<file path="src/rtl/if_bus_ctrl_pkg.sv">
// if_bus_ctrl_pkg
// Shared definitions for the instruction-fetch bus controller:
//   - 2-bit FSM state encodings
//   - ZeroWord / NOP instruction word
//   - index of the IF/ID hold bit in the stall vector
//   - Enable / Disable macros for single-bit control levels
// No ports; imported by if_bus_ctrl.

`ifndef IF_BUS_CTRL_DEFINES_SV
`define IF_BUS_CTRL_DEFINES_SV
`define Enable  1'b1
`define Disable 1'b0
`endif

package if_bus_ctrl_pkg;

  typedef enum logic [1:0] {
    IDLE       = 2'd0,
    BUS_REQ    = 2'd1,
    WAIT_STALL = 2'd2,
    FLUSH_WAIT = 2'd3
  } if_state_e;

  localparam logic [31:0] ZeroWord  = 32'h0000_0000;
  localparam logic [31:0] NopInst   = ZeroWord;
  localparam int          StallIfId = 1;

endpackage

</file>
<file path="src/rtl/if_bus_ctrl.sv">
// if_bus_ctrl
// Instruction-fetch bus controller. Turns each enabled PC into one bus read,
// requests a pipeline stall while the read is outstanding, holds the fetched
// word while IF/ID is stalled, and discards reads cancelled by a flush.
//
// State table:
//   IDLE       | no read outstanding; issues a read when cpu_ce_i=1
//   BUS_REQ    | read outstanding, result wanted
//   WAIT_STALL | word fetched, IF/ID held; cpu_data_o replays the buffer
//   FLUSH_WAIT | read outstanding but cancelled; result is dropped on ack
//
// Ports:
//   clk, rst        clock, synchronous active-high reset
//   stall[5:0]      pipeline stall vector (bit 1 = IF/ID hold)
//   flush           exception flush
//   cpu_ce_i        fetch enable from the PC register
//   cpu_addr_i      current PC
//   cpu_data_o      fetched instruction (registered)
//   stallreq_o      stall request (combinational)
//   bus_req_o       bus read request (registered, held until ack)
//   bus_addr_o      bus read address (registered)
//   bus_ack_i       bus read complete, data valid this cycle
//   bus_data_i      bus read data
//   fetch_timeout_o one-cycle pulse when a read is abandoned after
//                   TIMEOUT_CYC cycles (only with IF_BUS_TIMEOUT_EN)
//
// Build option: define IF_BUS_TIMEOUT_EN to bound bus waits.

module if_bus_ctrl
  import if_bus_ctrl_pkg::*;
#(
  parameter int ADDR_W      = 32,
  parameter int DATA_W      = 32,
  parameter int TIMEOUT_CYC = 255
) (
  input  logic              clk,
  input  logic              rst,
  input  logic [5:0]        stall,
  input  logic              flush,
  input  logic              cpu_ce_i,
  input  logic [ADDR_W-1:0] cpu_addr_i,
  output logic [DATA_W-1:0] cpu_data_o,
  output logic              stallreq_o,
  output logic              bus_req_o,
  output logic [ADDR_W-1:0] bus_addr_o,
  input  logic              bus_ack_i,
  input  logic [DATA_W-1:0] bus_data_i
`ifdef IF_BUS_TIMEOUT_EN
  ,
  output logic              fetch_timeout_o
`endif
);

  localparam logic [DATA_W-1:0] NOP_W = DATA_W'(NopInst);

  if_state_e         state_q, state_d;
  logic              req_d;
  logic [ADDR_W-1:0] addr_d;
  logic [DATA_W-1:0] data_d;
  logic [DATA_W-1:0] rd_buf, rd_buf_d;

  // Only the IF/ID hold bit matters to the fetch stage.
  logic unused_stall_bits;
  assign unused_stall_bits = ^{stall[5:2], stall[0]};

`ifdef IF_BUS_TIMEOUT_EN
  localparam int CNT_W = $clog2(TIMEOUT_CYC + 1);
  logic [CNT_W-1:0] cnt_q, cnt_d;
  logic             to_d;
  logic             cnt_hit;
  assign cnt_hit = (cnt_q == CNT_W'(TIMEOUT_CYC - 1));
`else
  localparam int unused_timeout_cyc = TIMEOUT_CYC;
`endif

  // The PC may only advance on the edge that latches the data, so the stall
  // request drops in the ack cycle; a flush always releases the PC.
  assign stallreq_o = ((state_q == IDLE)    && cpu_ce_i   && !flush) ||
                      ((state_q == BUS_REQ) && !bus_ack_i && !flush);

  always_ff @(posedge clk) begin
    if (rst) begin
      state_q    <= IDLE;
      bus_req_o  <= `Disable;
      bus_addr_o <= '0;
      cpu_data_o <= NOP_W;
      rd_buf     <= '0;
`ifdef IF_BUS_TIMEOUT_EN
      cnt_q           <= '0;
      fetch_timeout_o <= 1'b0;
`endif
    end else begin
      state_q    <= state_d;
      bus_req_o  <= req_d;
      bus_addr_o <= addr_d;
      cpu_data_o <= data_d;
      rd_buf     <= rd_buf_d;
`ifdef IF_BUS_TIMEOUT_EN
      cnt_q           <= cnt_d;
      fetch_timeout_o <= to_d;
`endif
    end
  end

  always_comb begin
    state_d  = state_q;
    req_d    = bus_req_o;
    addr_d   = bus_addr_o;
    data_d   = cpu_data_o;
    rd_buf_d = rd_buf;
`ifdef IF_BUS_TIMEOUT_EN
    cnt_d = cnt_q + CNT_W'(1);
    to_d  = 1'b0;
`endif
    case (state_q)
      IDLE: begin
        if (flush) begin
          data_d = NOP_W;
        end else if (cpu_ce_i) begin
          req_d   = `Enable;
          addr_d  = cpu_addr_i;
          state_d = BUS_REQ;
`ifdef IF_BUS_TIMEOUT_EN
          cnt_d = '0;
`endif
        end
      end

      BUS_REQ: begin
        if (bus_ack_i) begin
          req_d = `Disable;
          if (flush) begin
            data_d  = NOP_W;
            state_d = IDLE;
          end else begin
            rd_buf_d = bus_data_i;
            data_d   = bus_data_i;
            state_d  = stall[StallIfId] ? WAIT_STALL : IDLE;
          end
        end
`ifdef IF_BUS_TIMEOUT_EN
        else if (cnt_hit) begin
          req_d   = `Disable;
          data_d  = NOP_W;
          state_d = IDLE;
          to_d    = 1'b1;
        end
`endif
        else if (flush) begin
          // The bus has already accepted the request; keep it up and
          // throw the data away when it finally arrives.
          data_d  = NOP_W;
          state_d = FLUSH_WAIT;
`ifdef IF_BUS_TIMEOUT_EN
          cnt_d = '0;
`endif
        end
      end

      WAIT_STALL: begin
        data_d = rd_buf;
        if (flush) begin
          data_d  = NOP_W;
          state_d = IDLE;
        end else if (!stall[StallIfId]) begin
          state_d = IDLE;
        end
      end

      FLUSH_WAIT: begin
        if (bus_ack_i) begin
          req_d   = `Disable;
          state_d = IDLE;
        end
`ifdef IF_BUS_TIMEOUT_EN
        else if (cnt_hit) begin
          req_d   = `Disable;
          data_d  = NOP_W;
          state_d = IDLE;
          to_d    = 1'b1;
        end
`endif
      end

      default: state_d = IDLE;
    endcase
  end

endmodule
</file>
<file path="config.mk">
export PLATFORM = sky130hd
export DESIGN_NAME = if_bus_ctrl
export DESIGN_NICKNAME = d
export VERILOG_FILES = /design/src/rtl/if_bus_ctrl_pkg.sv /design/src/rtl/if_bus_ctrl.sv
export SDC_FILE = /design/constraint.sdc
export NUM_CORES = 1
export LEC_CHECK = 0
export CORE_ASPECT_RATIO = 1.75
export CORE_MARGIN = 5
export CORE_UTILIZATION = 40
export DETAILED_ROUTE_END_ITERATION = 16
export HOLD_SLACK_MARGIN = 0.1
export PLACE_DENSITY = 0.73
export SLEW_MARGIN = 20
export SYNTH_ARGS = -nofsm -noshare
export SYNTH_HDL_FRONTEND = slang
export SYNTH_SLANG_ARGS = --single-unit
</file>
<file path="constraint.sdc">
create_clock -name clk -period 2.1 [get_ports clk]
set_clock_uncertainty 0.05 [all_clocks]
set_input_delay 0.315 -clock clk [delete_from_list [all_inputs] [get_ports clk]]
set_output_delay 0.315 -clock clk [all_outputs]
set_load 0.05 [all_outputs]
</file>
Word level (Yosys, flattened, before mapping)
Cells that the tools add are included.
- bitwise logic cells: 1
- eq/ne operators: 9
- reduce and logical (&&, ||, !) cells: 15
- mux-type cells: 19
- operators with widths (kind ; count):
    32-bit 2-to-1 mux ; 4
    32-bit one-hot mux with 3 select lines ; 1
    2-bit 2-to-1 mux ; 9
    2-bit one-hot mux with 4 select lines ; 1
    2-bit != test (second input constant) ; 3
    3-bit != test (second input constant) ; 2
    3-bit AND reduction ; 2
    5-bit AND reduction ; 1
    2-bit equality test (second input constant) ; 2
    1-bit logical AND ; 4
    4-bit AND reduction ; 1
    1-bit 2-to-1 mux ; 3
    3-bit nonzero test ; 1
    2-bit by 1-bit equality test with 1-bit output (second input constant) ; 1
    1-bit logical NOT ; 2
    2-bit logical NOT ; 1
    2-bit by 1-bit != test with 1-bit output (second input constant) ; 1
    1-bit one-hot mux with 2 select lines ; 1
    2-bit nonzero test ; 1
    2-bit OR reduction ; 1
    1-bit logical OR ; 1
    1-bit NOT ; 1
- bits in registers: 99
- word-level logic and storage cells: 49
- bits of input ports: 75

Longest topological paths before layout
- word-level depth: 4
- mapped depth: 8
- mapped depth without buffers: 6

Worst setup path after synthesis
OpenSTA, ideal clock, no wires.
- path kind: register to output
- from: reg state_q[0]
- to: out stallreq_o
- data required time: 1.735 ns
- stages on the path, launching flop included: 8
- arrival: 1.808 ns
- buffers on the path: 2
- slack: -0.073 ns
- cell sequence: dfxtp_1 inv_1 ha_1 inv_1 or2_2 buf_2 buf_4 o21ai_0
- word-level cells in the longest chain between the ends: 4
- elaborated cells between the ends (all ways): 7
- ends and longest elaborated chain (item ; line ; RTL):
    start: declaration ; if_bus_ctrl.sv:56 ; if_state_e state_q, state_d;
    start signal: assignment ; if_bus_ctrl.sv:93 ; state_q <= state_d;
    2-bit by 1-bit equality test with 1-bit output or 2-bit logical NOT (tied branches) ; if_bus_ctrl.sv:79, if_bus_ctrl.sv:78 ;
    1-bit logical AND, on equally long branches (2 in series) ; if_bus_ctrl.sv:79, if_bus_ctrl.sv:78 ;
    1-bit logical OR (*) ; if_bus_ctrl.sv:78 ; assign stallreq_o = ((state_q == IDLE) && cpu_ce_i && !flush) ||
    end: declaration ; if_bus_ctrl.sv:43 ; output logic stallreq_o,
Mark *: on every way between the ends. The rest lies on a longest branch, timed or not.

Worst setup path after layout
- from: reg state_q[1]
- to: out stallreq_o
Same word-level chain as after synthesis.

==> impl_metrics.toml <==
[synth]
postSynthAreaPerCell_um2 = 8.135
synth_sequential_area_ratio_pct = 52.50
synthesis.yosys.warnings = 0
synthesis.area_um2 = 3775
synthesis.instances = 464
yosys.area.top_type = "sky130_fd_sc_hd__dfxtp_1"
synth_top_area_share_pct = 52.50
synth.ff_latch_count = 99
synth.top_cells.by_area = "sky130_fd_sc_hd__dfxtp_1 53%, sky130_fd_sc_hd__nand2_1 16%, sky130_fd_sc_hd__a21oi_1 8.6%"
synthesis.nets = 544
ys_types = 26

[power]
pwr-share-clk_pct = 40.1
switching_share_pct = 25.88
fin_total_pwr_uw = 4645
p_sw_uw = 1202
total_leakage_power_uw = 0.001908
power.density_cell_area_nw_per_um2 = 830.7
seq_power_share_pct = 42.8
intPower_uw = 3443
combinational_cell_fraction_of_total_power_pct = 17.1
peakVddDrop_mv = 0.5783

[clocking]
post_cts_hold_buffer_count = 0
cts.root.buffer_cell = "sky130_fd_sc_hd__clkbuf_16"
path_clk_slew_ns = 0.07
cts_htree_levels = 3
tritoncts = "done"
clock_buffers_created_by_tritoncts = 9
worst_skew_late_latency_ns = 0.33
cts.path.max_buffers = 2
tritoncts_num_sinks = 99

[critical_path]
setup_crit_end_kind = "output port"
arrival_ns = 1.63
path_cells = "inv_1, ha_4, inv_1, or2_2, o21ai_2, buf_12"
path_delay_family = "buffers and inverters"
slowest_delay_ns = 0.35
setup.worst_path.class = "flip-flop to output port"
cpMostUsedCell = "sky130_fd_sc_hd__inv_1"
crit_required_ns = 1.74
critPathSlowestCell = "sky130_fd_sc_hd__dfxtp_1"
element_type_at_the_critical_path_start = "flip-flop"
worst-path-buf-inv = 3
crit_path_max_fanout = 5

[floorplan]
die_area_um2 = 11560
ioPinCount = 141
std_cell_rows = 47
chipHeight_um = 138.5
core_um2 = 9350
starting_density_of_the_core_pct = 40.37
chipWidth_um = 83.44

[sta]
timing_hold_violations_final = 0
fin_setup_tns_ns = 0
rsz0062_at_grt = "no"
layout_worst_path_cycle_share_pct = 94.99
timing_max_transition_violations_final = 0
worst_slew_pin_slew_ns = 0.6443
period_minus_slack_ns = 1.995
setup_viol_count_final = 0
fmaxAchievable_mhz = 501.3
timing.slew.headroom_pct = 57.05

[routing]
drt_first_pass_iters = 4
via_count = 3524
postRouteWirelength_um = 10270
highest_layer = "met4"
route.detailed.vias_per_inst = 4.956
drt_iter0_drc = 201
route.met3.wl_um = 748
detail_route.drc_violations = 0
met2RoutedLength_um = 5391
wire_length_on_met1_um = 3841
drt.antenna.violating_nets = 0
wl_per_cell_um = 14.44

[global_routing]
grt_start_max_net_pins = 50
number_of_global_route_vias_before_repair = 3556
grt_antenna_before_repair = 0
grt_util_all_layers_pct = 17.71
wire_length_of_the_first_global_routing_pass_um = 16810
globalRouteOverflowTotal = 0

[placed_design]
io_buffer_count = 135
routabilityCongestion = 0.8230
dp_hpwl_um = 7058

[final_layout]
layout-drive-gt1-share_pct = 6.452
syn_to_final_growth_pct = 48.13
nets = 664
diodes = 0

[flow_run]
max_cap_viol_count = 0

[run_status]
run_status = "complete, no violations"

[hold_path]
hold_path.class = "flip-flop to flip-flop"
-- cell usage after synthesis --
cell	instances
sky130_fd_sc_hd__a21oi_1	65
sky130_fd_sc_hd__o21ai_0	4
sky130_fd_sc_hd__or2_2	2
sky130_fd_sc_hd__a221oi_2	1
sky130_fd_sc_hd__mux2i_1	2
sky130_fd_sc_hd__buf_2	16
sky130_fd_sc_hd__nand2_1	162
sky130_fd_sc_hd__dfxtp_1	99
sky130_fd_sc_hd__nand2b_4	1
sky130_fd_sc_hd__buf_4	3
sky130_fd_sc_hd__nand2b_1	3
sky130_fd_sc_hd__nand3_1	1
sky130_fd_sc_hd__ha_1	5
sky130_fd_sc_hd__a221oi_1	1
sky130_fd_sc_hd__a22oi_1	32
sky130_fd_sc_hd__o21ai_1	30
sky130_fd_sc_hd__a211oi_1	1
sky130_fd_sc_hd__nor3_1	1
sky130_fd_sc_hd__inv_1	6
sky130_fd_sc_hd__nor2_1	7
sky130_fd_sc_hd__clkbuf_1	14
sky130_fd_sc_hd__or4b_4	1
sky130_fd_sc_hd__a221o_1	1
sky130_fd_sc_hd__and2_1	1
sky130_fd_sc_hd__buf_6	3
sky130_fd_sc_hd__nor2b_1	2
-- layout make-up --
| class | instances | area (um2) |
|---|---|---|
| clock inverters | 7 | 113.9 |
| inverters | 6 | 22.52 |
| flip-flops and latches | 99 | 1982 |
| multi-input cells | 323 | 1614 |
| repair buffers | 145 | 1481 |
| clock buffers | 9 | 225.2 |
| fillers | 841 | 3759 |
| well taps | 122 | 152.6 |
-- metal layers --
| layer | global-route usage, % | up-vias |
|---|---|---|
| li1 | - | 1787 |
| met1 | 17.35 | 1615 |
| met2 | 32.83 | 102 |
| met3 | 6.131 | 20 |
| met4 | 8.220 | 0 |
| met5 | 0 | - |
-- registers in the layout (all words and copies together), names as in the netlist --
| register | flops |
|---|---|
| bus_addr_o | 32 |
| bus_req_o | 1 |
| cpu_data_o | 32 |
| rd_buf | 32 |
| state_q | 2 |
-- power groups by stage --
stage,Combinational (uW),Clock (uW),Sequential [uW]
6_report,794,1860,1990
4_1_cts,801,1900,1990
3_5_place_dp,785,0,2030
5_1_grt,854,1980,2000
2_1_floorplan,296,0,2180
3_3_place_gp,774,0,2030
-- metrics by stage --
step           cells  setup slack, ns  area, um2  hold WS (ns)  util [%]
2_1_floorplan    464           0.2323       3779        0.3868         -
3_3_place_gp     695          0.09329       5240        0.3856     56.04
3_5_place_dp     695          0.06388       5240        0.3916     56.04
4_1_cts          711          0.03184       5592        0.3912     59.80
5_1_grt          711          0.02011       5592        0.4193     59.80
6_report         711           0.1051       5592        0.3962     59.80
-- path summary, 6_finish.rpt --
check / cells after the start / end / start / slack [ns]
setup reg to reg: 6 / rd_buf[17] / state_q[1] / 0.26
hold / removal: 2 / cpu_data_o[7] / cpu_data_o[7] / 0.40
setup / recovery: 6 / stallreq_o / state_q[1] / 0.11
hold reg to reg: 2 / cpu_data_o[7] / cpu_data_o[7] / 0.40
-- worst reg2reg max path, cell delays in order (launching register included) --
cell	delay (ns)
sky130_fd_sc_hd__dfxtp_1	0.40
sky130_fd_sc_hd__inv_1	0.12
sky130_fd_sc_hd__ha_1	0.24
sky130_fd_sc_hd__nand2_1	0.10
sky130_fd_sc_hd__or2_2	0.54
sky130_fd_sc_hd__nand2_1	0.14
sky130_fd_sc_hd__a21oi_1	0.18
-- cells in the final DEF (no fill, tap or decap), types with 2 or more instances in the layout --
cell	synthesis	layout
sky130_fd_sc_hd__nor2b_1	2	2
sky130_fd_sc_hd__nor2_1	7	5
sky130_fd_sc_hd__clkinv_2	0	3
sky130_fd_sc_hd__clkdlybuf4s50_1	0	133
sky130_fd_sc_hd__a21oi_1	65	65
sky130_fd_sc_hd__or2_2	2	2
sky130_fd_sc_hd__mux2i_1	2	2
sky130_fd_sc_hd__dfxtp_1	99	99
sky130_fd_sc_hd__buf_4	3	6
sky130_fd_sc_hd__ha_1	5	4
sky130_fd_sc_hd__nand2b_1	3	3
sky130_fd_sc_hd__bufinv_16	0	3
sky130_fd_sc_hd__clkbuf_16	0	9
sky130_fd_sc_hd__o21ai_1	30	30
sky130_fd_sc_hd__nor2_2	0	2
sky130_fd_sc_hd__a22oi_1	32	32
sky130_fd_sc_hd__inv_1	6	5
sky130_fd_sc_hd__nand2_1	162	162
sky130_fd_sc_hd__buf_12	0	5
sky130_fd_sc_hd__o21ai_0	4	3
-- cells by family (layout without fill, tap and decap cells) --
kind of cell	count (synthesis)	in the layout	synth area share [%]
buf+inv	42	167	5.602
flops	99	99	52.50
compound gates	135	135	20.58
simple gates	181	181	19.12
mux	2	2	0.5303
fa+ha+maj	5	5	1.657
-- repair_timing --
| action | in CTS | in global routing |
|---|---|---|
| endpoints found under the setup margin | 1 | 1 |
| resized for setup | 2 | 1 |
| pin swaps | 0 | 0 |
| buffers inserted | 0 | 0 |
Note: power is estimated with default switching activity, not from simulation.
